File: config.mk
export PLATFORM = sky130hd
export DESIGN_NAME = lsu_subword
export DESIGN_NICKNAME = d
export VERILOG_FILES = /design/src/rtl/lsu_subword.sv
export SDC_FILE = /design/constraint.sdc
export NUM_CORES = 1
export LEC_CHECK = 0
export ABC_CLOCK_PERIOD_IN_PS = 8200
export CAP_MARGIN = 20
export CORE_AREA = 2 2 116 118
export CTS_BUF_LIST = sky130_fd_sc_hd__clkbuf_8
export DETAILED_ROUTE_END_ITERATION = 8
export DIE_AREA = 0 0 118 120
export DONT_BUFFER_PORTS = 1
export PLACE_DENSITY = 0.56
export SYNTH_ARGS = -nofsm -noshare
export SYNTH_HDL_FRONTEND = slang
export SYNTH_SLANG_ARGS = --single-unit
File: constraint.sdc
create_clock -name clk -period 8.2 [get_ports clk]
set_input_delay 2.46 -clock clk [delete_from_list [all_inputs] [get_ports clk]]
set_output_delay 2.46 -clock clk [all_outputs]
set_load 0.02 [all_outputs]
File: src/rtl/lsu_subword.sv
// lsu_subword: byte/halfword/word load-store unit with read-modify-write sub-word stores and sticky fault capture
module lsu_subword #(
   parameter int ADDR_W = 32
) (
   input  logic              clk,
   input  logic              rst_n,
   input  logic              req_valid,
   input  logic              req_we,
   input  logic [2:0]        funct3,
   input  logic [ADDR_W-1:0] addr,
   input  logic [31:0]       wdata,
   output logic [31:0]       rdata,
   output logic              stall,
   output logic              fault,
   output logic [ADDR_W-1:0] fault_addr,
   output logic              mem_we,
   output logic [ADDR_W-1:0] mem_addr,
   output logic [31:0]       mem_wd,
   input  logic [31:0]       mem_rd
);
   typedef enum logic {IDLE, WRITE} state_t;
   state_t state, state_nx;
   logic [31:0] merge_q, lane_mask, lane_data;
   logic [ADDR_W-1:0] addr_q, word_addr;
   logic is_b, is_h, is_w, bad_f3, misal, legal;
   logic [4:0] sh;
   logic [7:0] byte_v;
   logic [15:0] half_v;
   assign is_b = funct3[1:0] == 2'd0;
   assign is_h = funct3[1:0] == 2'd1;
   assign is_w = funct3[1:0] == 2'd2;
   assign bad_f3 = req_we ? funct3 > 3'd2 : (funct3 == 3'd3 || funct3[2:1] == 2'b11);
   assign misal = (is_h && addr[0]) || (is_w && addr[1:0] != 2'b00);
   assign legal = !bad_f3 && !misal;
   assign word_addr = {addr[ADDR_W-1:2], 2'b00};
   assign sh = {addr[1:0], 3'b000};
   assign byte_v = 8'(mem_rd >> sh);
   assign half_v = 16'(mem_rd >> {addr[1], 4'b0000});
   assign lane_mask = (is_b ? 32'h0000_00FF : 32'h0000_FFFF) << sh;
   assign lane_data = (is_b ? {24'd0, wdata[7:0]} : {16'd0, wdata[15:0]}) << sh;
   // State register; reset cancels any pending write
   always_ff @(posedge clk or negedge rst_n) begin
      if (!rst_n) state <= IDLE;
      else state <= state_nx;
   end
   // Next state, memory control and load extraction; mem_we/stall are held low while in reset
   always_comb begin
      state_nx = state;
      stall = 1'b0;
      mem_we = 1'b0;
      mem_addr = word_addr;
      mem_wd = wdata;
      rdata = 32'd0;
      if (state == WRITE) begin
         state_nx = IDLE;
         mem_we = rst_n;
         mem_addr = addr_q;
         mem_wd = merge_q;
      end else if (req_valid && legal) begin
         if (req_we) begin
            mem_we = is_w && rst_n;
            stall = !is_w && rst_n;
            state_nx = is_w ? IDLE : WRITE;
         end else begin
            rdata = is_w ? mem_rd :
                    is_h ? {{16{~funct3[2] & half_v[15]}}, half_v} :
                           {{24{~funct3[2] & byte_v[7]}}, byte_v};
         end
      end
   end
   // Capture merged word and its address when a sub-word store enters the write cycle
   always_ff @(posedge clk or negedge rst_n) begin
      if (!rst_n) begin
         merge_q <= 32'd0;
         addr_q <= '0;
      end else if (state == IDLE && state_nx == WRITE) begin
         merge_q <= (mem_rd & ~lane_mask) | lane_data;
         addr_q <= word_addr;
      end
   end
   // Sticky fault: only the first illegal access records its address
   always_ff @(posedge clk or negedge rst_n) begin
      if (!rst_n) begin
         fault <= 1'b0;
         fault_addr <= '0;
      end else if (state == IDLE && req_valid && !legal && !fault) begin
         fault <= 1'b1;
         fault_addr <= addr;
      end
   end
endmodule

==> results.rst, run 1 <==
.. list-table::
   :header-rows: 1

   * - Metric
     - Value
   * - Run status
     - finished clean
   * - Max-capacitance violation count
     - 0
   * - CTS H-Tree Depth
     - 3
   * - Combined global-route utilization of all metal layers
     - 0.2210
   * - Leakage dissipation
     - 2.416 nW
   * - Setup TNS Final
     - 0 ns
   * - Maximum number of pins on one net before global-route repair
     - 99
   * - Average via count per standard cell
     - 5.938
   * - Number of instances resized during post-cts repair
     - 0
   * - Total die area
     - 0.01416 mm^2
   * - WL met3
     - 1300 um
   * - Placed instance area
     - 0.005693 mm^2
   * - Final-stage net count
     - 602
   * - Origin of the critical flop-to-flop path
     - state$_DFF_PN0_
   * - Filler Cells Inserted
     - 1279
   * - Total length of routed met2 wires
     - 7772 um
   * - Pin slew with the least headroom to its limit
     - 0.9599 ns
   * - Remaining global-route overflow
     - 0
   * - Proportion of layout cells with a drive suffix above 1
     - 0.3175
   * - CTS Buf Count
     - 9
   * - Uppermost metal layer occupied by signal nets
     - met4
   * - First-pass iteration count of the detailed router
     - 6
   * - CTS Hold Bufs
     - 0
   * - Via count of the first global-routing pass
     - 3993
   * - Total power
     - 0.001230 W
   * - Peak clock frequency supported by timing
     - 151.5 MHz
   * - GP Congestion
     - 0.8973
   * - Setup Buffers After CTS
     - 0
   * - Wire length of the first global-routing pass
     - 23970 um
   * - Number of rows created at floorplan
     - 42
   * - Share of synthesized registers carrying an async set or reset
     - 1.000
   * - Arrival time at the worst endpoint
     - 4.14 ns
   * - Gate count after technology mapping
     - 524
   * - Primary flip-flop cell chosen by synthesis mapping
     - dfrtp_1
   * - Launching instance or port of the critical path
     - funct3[0]
   * - Hold WC Path Type
     - flop to flop
   * - Worst ir drop on vdd
     - 0.07202 mV
   * - Clock tree sinks
     - 96
   * - HPWL Detailed
     - 11800 um
   * - Count of final hold-check violations
     - 0
   * - TritonCTS clock tree
     - done
   * - Wire per inst
     - 23.45 um
   * - Clock Tree Buf Depth
     - 2
   * - Number of antenna violations at the first check in global routing
     - 0
   * - Setup repair after global routing missed its margin
     - no
   * - DRT antenna net count
     - 0
   * - Worst relative slew slack
     - 0.3566
   * - Avg Inst Size Synth
     - 10.78 um^2
   * - Number of unique standard cell types used by synthesis
     - 45
   * - Synthesis-stage register bit count
     - 96
   * - Time the final worst path needs with I/O delays and setup
     - 6.601 ns
   * - Drt total wl
     - 15940 um
   * - Core region area
     - 0.01298 mm^2
   * - Areal power density over the cells
     - 208.6 mW/mm^2
   * - Worst setup path class
     - primary input to primary output
   * - Clock Skews
     - 0.01189 ns
   * - Synth area leaders
     - dfrtp_1 43%, mux2_2 26%, mux2i_1 4.1%
   * - Overall die width
     - 118 um
   * - Clock latency of the later-clocked register in the worst-skew pair
     - 0.38 ns
   * - Pins Over Slew Limit
     - 0
   * - Post-route standard cell area excluding fillers
     - 0.005897 mm^2
   * - Clock Tree Root
     - clkbuf_8
   * - Yosys top cell area share
     - 0.4254
   * - Worst-path maximum fanout
     - 28
   * - Setup violation total in the final timing report
     - 0
   * - Portion of the clock cycle consumed by the worst path in the final layout
     - 0.8050
   * - I/O pin count
     - 234
   * - Portion of the post-synthesis area used by sequential elements
     - 0.4254
   * - Count of flip-flops with a built-in enable after synthesis
     - 0
   * - Hold Path Origin
     - merge_q[0]$_DFFE_PN0P_
   * - Startpoint kind of the worst setup timing path
     - primary input
   * - Yosys warns
     - 0
   * - Number of buffers added on ports
     - 0
   * - Via count
     - 4038
   * - Dpl ws
     - 1.622 ns
   * - Clk pin slew, worst setup/hold paths
     - 0.10 ns
   * - Synth Cell Area
     - 0.005647 mm^2
   * - Detailed-route DRC error count
     - 0
   * - Count of antenna diodes in the layout
     - 0
   * - Critical Path RT
     - 5.74 ns
   * - Iter 0 DRT Violations
     - 258
   * - Critical Path End Type
     - primary output
   * - Overall die height
     - 120 um
   * - WL met1
     - 6528 um
   * - Initial cell density of the core
     - 0.4350
   * - Layout-stage area growth over the synthesis result
     - 4.432%
   * - PnR worst setup slack
     - 1.599 ns
   * - Biggest area consumer among synthesized cells
     - dfrtp_1
## per-layer routing
layer  vias to the layer above  GRT usage
met5                         -          0
met4                         0    0.08434
met3                        28    0.06844
met2                       180     0.3543
met1                      1979     0.2803
li1                       1851          -
## Yosys cell counts, types with 3 or more instances
library cell and number:
o31a_1 3, mux2_2 132, nand3_1 7, o21a_1 3, and2_1 10, clkbuf_1 14, buf_1 8, nor2_1 26
nand2_1 43, o21ai_0 46, buf_6 3, a22o_1 7, mux2i_1 23, dfrtp_1 96, nand2b_1 4, nor2b_1 5
o2111ai_1 6, o31ai_1 7, buf_2 11, a221oi_1 9, buf_4 5, nor3_1 19, a21oi_1 10
## through the flow
step	std cells	utilization	hold WS [ns]
global route	680	0.4543	0.5068
detailed placement	664	0.4386	0.4653
CTS	680	0.4543	0.4881
global placement	664	0.4386	0.4556
finish	680	0.4543	0.4788
floorplan	525	-	0.4444
## worst max-delay path, stage by stage
cell and delay [ns]:
nand2b_1 0.56, o31a_1 0.48, nor3_1 0.63
## flip-flops by register name, summed over array words and instances, names as in the netlist
| name | flops |
|---|---|
| addr_q | 30 |
| fault | 1 |
| fault_addr | 32 |
| merge_q | 32 |
| state | 1 |
## power breakdown
group / switching, W / internal (W)
clock: 0.000173 / 0.000150
sequential: 0.000102 / 0.000578
combinational: 0.000117 / 0.000110
## layout by cell type (no fill, tap or decap), types with 4 or more instances in the layout
master / netlist / layout
a21oi_1: 10 / 10
a221oi_1: 9 / 9
a22o_1: 7 / 7
and2_1: 10 / 10
buf_4: 5 / 4
clkbuf_8: 0 / 10
dfrtp_1: 96 / 95
mux2_2: 132 / 132
mux2i_1: 23 / 23
nand2_1: 43 / 43
nand2b_1: 4 / 4
nand3_1: 7 / 7
nor2_1: 26 / 26
nor2b_1: 5 / 5
nor3_1: 19 / 19
o2111ai_1: 6 / 6
o21ai_0: 46 / 46
o31ai_1: 7 / 7
## kinds of logic (layout without fill, tap and decap cells)
group	Yosys count	count (layout)	share of synthesized area
mux	157	157	0.3080
simple gates	124	124	0.1095
compound gates	102	102	0.1174
flops	96	96	0.4254
buf+inv	44	23	0.03900
other cells	1	2	0.0006641
## worst paths after layout
path	end	depth (start not counted)	slack, ns
hold / removal	merge_q[0]$_DFFE_PN0P_	2	0.48
min in group asynchronous	addr_q[7]$_DFFE_PN0P_	0	1.78
max in group asynchronous	state$_DFF_PN0_	0	6.23
setup reg to reg	addr_q[6]$_DFFE_PN0P_	4	6.32
hold reg to reg	merge_q[0]$_DFFE_PN0P_	2	0.48
setup / recovery	rdata[16]	3	1.60
## layout make-up
cell class	count	area, um^2	share of cell area
Multi-Input combinational cell	385	3028	0.5135
Sequential cell	96	2404	0.4076
Tap cell	176	220.2	0.03734
Clock buffer	10	137.6	0.02334
Clock inverter	6	66.31	0.01125
Timing Repair Buffer	4	30.03	0.005092
Inverter	3	11.26	0.001910
Power figures use the tool's default switching activity.
==> run 2: changes to the inputs <==
ABC_CLOCK_PERIOD_IN_PS = 6100   (was 8200)
clock period = 6.1 ns   (was 8.2 ns; I/O delays follow)
==> run 2 against run 1 <==
Against the previous run:
- register-to-register slack got worse by 2.9 ns
- design area increased by 0.78%
- cell count increased by 0.15%
- sequential share of layout area decreased by 0.32 points
- critical path type unchanged
- sequential power increased by 34%
- critical endpoint is now rdata[17]
- combinational power increased by 35%
- first-iteration DRC count increased by 18%
- clock power increased by 55%
- largest cell class unchanged
- core utilization increased by 0.36 points
==> results.rst, run 2 (synthesis gave the netlist of run 1 again) <==
.. list-table::
   :header-rows: 1

   * - Metric
     - Value
   * - Layout-stage area growth over the synthesis result
     - 5.251%
   * - Largest regs
     - fault_addr x32, merge_q x32, addr_q x30
   * - Iter 0 DRT Violations
     - 305
   * - Areal power density over the cells
     - 289.8 mW/mm^2
   * - Worst-path maximum fanout
     - 16
   * - Final-stage net count
     - 603
   * - Worst ir drop on vdd
     - 0.1113 mV
   * - Max-capacitance violation count
     - 0
   * - Clock Tree Root
     - clkbuf_8
   * - Core region area
     - 0.01298 mm^2
   * - Clk pin slew, worst setup/hold paths
     - 0.09 ns
   * - CTS Hold Bufs
     - 0
   * - Clock Tree Buf Depth
     - 2
   * - PnR worst setup slack
     - 0.8230 ns
   * - Leakage dissipation
     - 2.441 nW
   * - Overall die width
     - 118 um
   * - Via count
     - 4082
   * - Clock network fraction of total power
     - 0.292
   * - Pins Over Slew Limit
     - 0
   * - Clock Skews
     - 0.008568 ns
   * - CTS Buf Count
     - 9
   * - Setup repair after global routing missed its margin
     - no
   * - Wire per inst
     - 22.95 um
   * - Portion of the clock cycle consumed by the worst path in the final layout
     - 0.8651
   * - Hold WC Path Type
     - flop to flop
   * - Time the final worst path needs with I/O delays and setup
     - 5.277 ns
   * - Maximum number of pins on one net before global-route repair
     - 99
   * - Count of antenna diodes in the layout
     - 0
   * - Initial cell density of the core
     - 0.4350
   * - Overall die height
     - 120 um
   * - Number of buffers added on ports
     - 0
   * - Peak clock frequency supported by timing
     - 189.5 MHz
   * - Clock latency of the later-clocked register in the worst-skew pair
     - 0.37 ns
   * - Average via count per standard cell
     - 5.994
   * - Startpoint kind of the worst setup timing path
     - primary input
   * - First-pass iteration count of the detailed router
     - 5
   * - DRT antenna net count
     - 0
   * - Net load switching power
     - 0.0005232 W
   * - Clock tree sinks
     - 96
   * - Worst Path Buf+Inv
     - 0
   * - Proportion of layout cells with a drive suffix above 1
     - 0.3188
   * - Number of instances resized during post-cts repair
     - 0
   * - Worst setup path class
     - primary input to primary output
   * - Number of antenna violations at the first check in global routing
     - 0
   * - Drt total wl
     - 15630 um
   * - Total die area
     - 0.01416 mm^2
   * - Run status
     - finished clean
   * - Placed instance area
     - 0.005700 mm^2
   * - Via count of the first global-routing pass
     - 4042
   * - Critical Path RT
     - 4.27 ns
   * - Dpl ws
     - 0.8519 ns
   * - Critical path cell sequence
     - nand2b_1 > a21oi_1 > o31a_1 > nor3_1
   * - Remaining global-route overflow
     - 0
   * - HPWL Detailed
     - 11680 um
   * - Arrival time at the worst endpoint
     - 3.45 ns
   * - I/O pin count
     - 234
   * - Setup TNS Final
     - 0 ns
   * - Most common cell after layout, fill and taps aside
     - mux2_2
   * - Worst relative slew slack
     - 0.3680
   * - Critical Path End Type
     - primary output
   * - Wire length of the first global-routing pass
     - 24220 um
   * - Detailed-route DRC error count
     - 0
   * - Count of final hold-check violations
     - 0
   * - Setup violation total in the final timing report
     - 0
   * - TritonCTS clock tree
     - done
   * - Setup Buffers After CTS
     - 0
   * - Post-route standard cell area excluding fillers
     - 0.005943 mm^2
   * - Most used cells in the layout excluding fill and tap cells
     - 132 x mux2_2, 95 x dfrtp_1, 46 x o21ai_0
   * - Share of power burned in combinational logic
     - 0.178
   * - Pin slew with the least headroom to its limit
     - 0.9429 ns
   * - Sequential group share of total power
     - 0.530
   * - Number of rows created at floorplan
     - 42
   * - Combined global-route utilization of all metal layers
     - 0.2223
   * - Max incr delay on CP
     - 0.64 ns
   * - Worst path slowest cell
     - nor3_1
   * - Family with the most delay on the worst path
     - simple AND/OR/NAND/NOR gates
   * - CTS H-Tree Depth
     - 3
   * - Internal
     - 0.001199 W
   * - GP Congestion
     - 0.9196
   * - Switching portion of total power
     - 0.3038
-- run 2: cell types whose count changed in the layout (fill, tap and decap cells not counted) --
cell / change
bufinv_16: +2
buf_4: +1
clkbuf_8: -1
clkinvlp_4: -1
-- run 2: worst paths after layout --
path                                        start                      end  cells after the start  slack (ns)
setup / recovery                        funct3[1]                rdata[17]                      4        0.82
hold / removal             merge_q[0]$_DFFE_PN0P_   merge_q[0]$_DFFE_PN0P_                      2        0.48
setup reg to reg                  state$_DFF_PN0_    addr_q[9]$_DFFE_PN0P_                      5        3.47
hold reg to reg            merge_q[0]$_DFFE_PN0P_   merge_q[0]$_DFFE_PN0P_                      2        0.48
max in group asynchronous                   rst_n          state$_DFF_PN0_                      0        4.79
min in group asynchronous                   rst_n  merge_q[10]$_DFFE_PN0P_                      0        1.15
-- run 2: power by group through the flow --
stage,sequential [W],clock (W),combinational (W)
after floorplan,0.000896,0,0.000278
after global placement,0.000919,0,0.000302
after detailed placement,0.000926,0,0.000310
after CTS,0.000914,0.000519,0.000311
after global routing,0.000931,0.000548,0.000337
final,0.000913,0.000503,0.000307
-- run 2: worst min-delay path, stage by stage, from the launching register on --
cell and delay (ns):
dfrtp_1 0.35, nand2_1 0.04, o21ai_0 0.06
-- run 2: per-stage QoR --
step	total power, W	cells	utilization	hold slack (ns)
floorplan	0.001174	525	-	0.4444
global placement	0.001221	665	0.4392	0.4553
detailed placement	0.001236	665	0.4392	0.4655
CTS	0.001744	681	0.4579	0.4871
global route	0.001816	681	0.4579	0.5114
finish	0.001722	681	0.4579	0.4812
-- run 2: layout make-up --
class                   instances  area, um^2
flip-flops and latches         96        2404
multi-input cells             385        3028
clock inverters                 7       118.9
clock buffers                   9       123.9
repair buffers                  5       37.54
inverters                       3       11.26
fillers                      1261        7037
well taps                     176       220.2
-- run 2: layer usage --
| metal | track usage | share of wire | vias up |
|---|---|---|---|
| met5 | 0 | 0 | - |
| met2 | 0.3568 | 0.48 | 210 |
| met3 | 0.06226 | 0.081 | 22 |
| met4 | 0.07455 | 0.022 | 0 |
| met1 | 0.2898 | 0.42 | 1997 |
| li1 | - | - | 1853 |
==> run 3: changes to the inputs <==
MAX_ROUTING_LAYER = met4   (was default)
==> run 3 against run 2 <==
Against the previous run:
- first-iteration DRC count down 18%
- combinational power about the same
- highest routed layer unchanged
- worst hold slack better by 0.0033 ns
- critical path type unchanged
- clock skew is 0.00071 ns higher
- clock power barely moved
- flip-flop and latch count unchanged
- cell count down 0.15%
- largest cell class unchanged
==> results.rst, run 3 (synthesis gave the netlist of run 1 again) <==
.. list-table::
   :header-rows: 1

   * - Metric
     - Value
   * - Run status
     - finished clean
   * - CTS Buf Count
     - 9
   * - CTS Hold Bufs
     - 0
   * - DRT antenna net count
     - 0
   * - Peak clock frequency supported by timing
     - 189.9 MHz
   * - Post-route standard cell area excluding fillers
     - 0.005939 mm^2
   * - Placed instance area
     - 0.005700 mm^2
   * - Number of antenna violations at the first check in global routing
     - 0
   * - Critical Path RT
     - 4.27 ns
   * - Worst relative slew slack
     - 0.3603
   * - Clock latency of the later-clocked register in the worst-skew pair
     - 0.37 ns
   * - Pin slew with the least headroom to its limit
     - 0.9544 ns
   * - PnR worst setup slack
     - 0.8338 ns
   * - Detailed-route DRC error count
     - 0
   * - Layout-stage area growth over the synthesis result
     - 5.185%
   * - Number of instances resized during post-cts repair
     - 0
   * - Via count of the first global-routing pass
     - 4056
   * - Wire length of the first global-routing pass
     - 23980 um
   * - Total power
     - 0.001721 W
   * - Drt total wl
     - 16100 um
   * - Proportion of layout cells with a drive suffix above 1
     - 0.3194
   * - First-pass iteration count of the detailed router
     - 5
   * - Combined global-route utilization of all metal layers
     - 0.2264
   * - Clock Skews
     - 0.009277 ns
   * - Setup Buffers After CTS
     - 0
   * - Count of antenna diodes in the layout
     - 0
   * - Startpoint kind of the worst setup timing path
     - primary input
   * - Maximum number of pins on one net before global-route repair
     - 99
   * - Hold Slack
     - 0.4845 ns
   * - Initial cell density of the core
     - 0.4350
   * - Setup TNS Final
     - 0 ns
   * - Remaining global-route overflow
     - 0
   * - TritonCTS clock tree
     - done
   * - Clock Tree Buf Depth
     - 2
   * - Number of buffers added on ports
     - 0
   * - Clock Tree Root
     - clkbuf_8
   * - Critical Path End Type
     - primary output
   * - Arrival time at the worst endpoint
     - 3.44 ns
   * - Number of rows created at floorplan
     - 42
   * - Overall die height
     - 120 um
   * - Dpl ws
     - 0.8495 ns
   * - Iter 0 DRT Violations
     - 250
   * - Via count
     - 4111
   * - Leakage dissipation
     - 2.436 nW
   * - Clock tree sinks
     - 96
   * - Average via count per standard cell
     - 6.046
   * - Total die area
     - 0.01416 mm^2
   * - Overall die width
     - 118 um
   * - Areal power density over the cells
     - 289.8 mW/mm^2
   * - HPWL Detailed
     - 11920 um
   * - CTS H-Tree Depth
     - 3
   * - Largest regs
     - fault_addr x32, merge_q x32, addr_q x30
   * - Setup violation total in the final timing report
     - 0
   * - Most common cell after layout, fill and taps aside
     - mux2_2
   * - Time the final worst path needs with I/O delays and setup
     - 5.266 ns
   * - Filler Cells Inserted
     - 1255
   * - Final-stage net count
     - 603
   * - Worst setup path class
     - primary input to primary output
   * - GP Congestion
     - 0.9659
   * - Clk pin slew, worst setup/hold paths
     - 0.09 ns
   * - Worst ir drop on vdd
     - 0.1449 mV
   * - Setup repair after global routing missed its margin
     - no
   * - Max-capacitance violation count
     - 0
   * - Wire per inst
     - 23.67 um
   * - Worst-path maximum fanout
     - 16
   * - I/O pin count
     - 234
   * - Core region area
     - 0.01298 mm^2
   * - Pins Over Slew Limit
     - 0
   * - Most used cells in the layout excluding fill and tap cells
     - 132 x mux2_2, 95 x dfrtp_1, 46 x o21ai_0
   * - Portion of the clock cycle consumed by the worst path in the final layout
     - 0.8633
   * - Hold WC Path Type
     - flop to flop
   * - Count of final hold-check violations
     - 0
## run 3: cell count changes in the layout (fill, tap and decap cells not counted), sizes merged
cell,before,now
inv,6,5
## run 3: area by class of cell
class,instances,area [um^2],area share
flip-flops and latches,96,2404,0.4047
inverters,3,11.26,0.001896
clock inverters,6,115.1,0.01938
clock buffers,9,123.9,0.02086
repair buffers,5,37.54,0.006320
multi-input cells,385,3028,0.5098
well taps,176,220.2,0.03708
## run 3: layer usage
layer | vias up | share of wire | global-route usage
met5 | - | 0 | -
met4 | 0 | 0.025 | 0.08358
met3 | 31 | 0.080 | 0.05561
met2 | 204 | 0.48 | 0.3539
met1 | 2027 | 0.41 | 0.2865
li1 | 1849 | - | -
## run 3: report_power, final
group | internal [W] | total (W) | leakage [nW] | switching [W]
sequential | 0.000777 | 0.000912 | 1.18 | 0.000135
clock | 0.000273 | 0.000502 | 0.116 | 0.000229
combinational | 0.000148 | 0.000307 | 1.13 | 0.000159
## run 3: worst max-delay path, cell delays in order
cell and delay (ns):
nand2b_1 0.34, a21oi_1 0.13, o31a_1 0.50, nor3_1 0.64
## run 3: through the flow
step,utilization,instances
after global placement,0.4392,665
after floorplan,-,525
after CTS,0.4576,680
final,0.4576,680
after global routing,0.4576,680
after detailed placement,0.4392,665
## run 3: path summary, 6_finish.rpt
kind / start / endpoint / slack (ns) / depth (start not counted)
min in group asynchronous: rst_n / fault_addr[7]$_DFFE_PN0P_ / 1.15 / 0
worst max-delay path: funct3[1] / rdata[21] / 0.83 / 4
worst min register to register: merge_q[5]$_DFFE_PN0P_ / merge_q[5]$_DFFE_PN0P_ / 0.48 / 2
worst max register to register: state$_DFF_PN0_ / addr_q[31]$_DFFE_PN0P_ / 3.40 / 5
worst min-delay path: merge_q[5]$_DFFE_PN0P_ / merge_q[5]$_DFFE_PN0P_ / 0.48 / 2
max in group asynchronous: rst_n / state$_DFF_PN0_ / 4.73 / 0
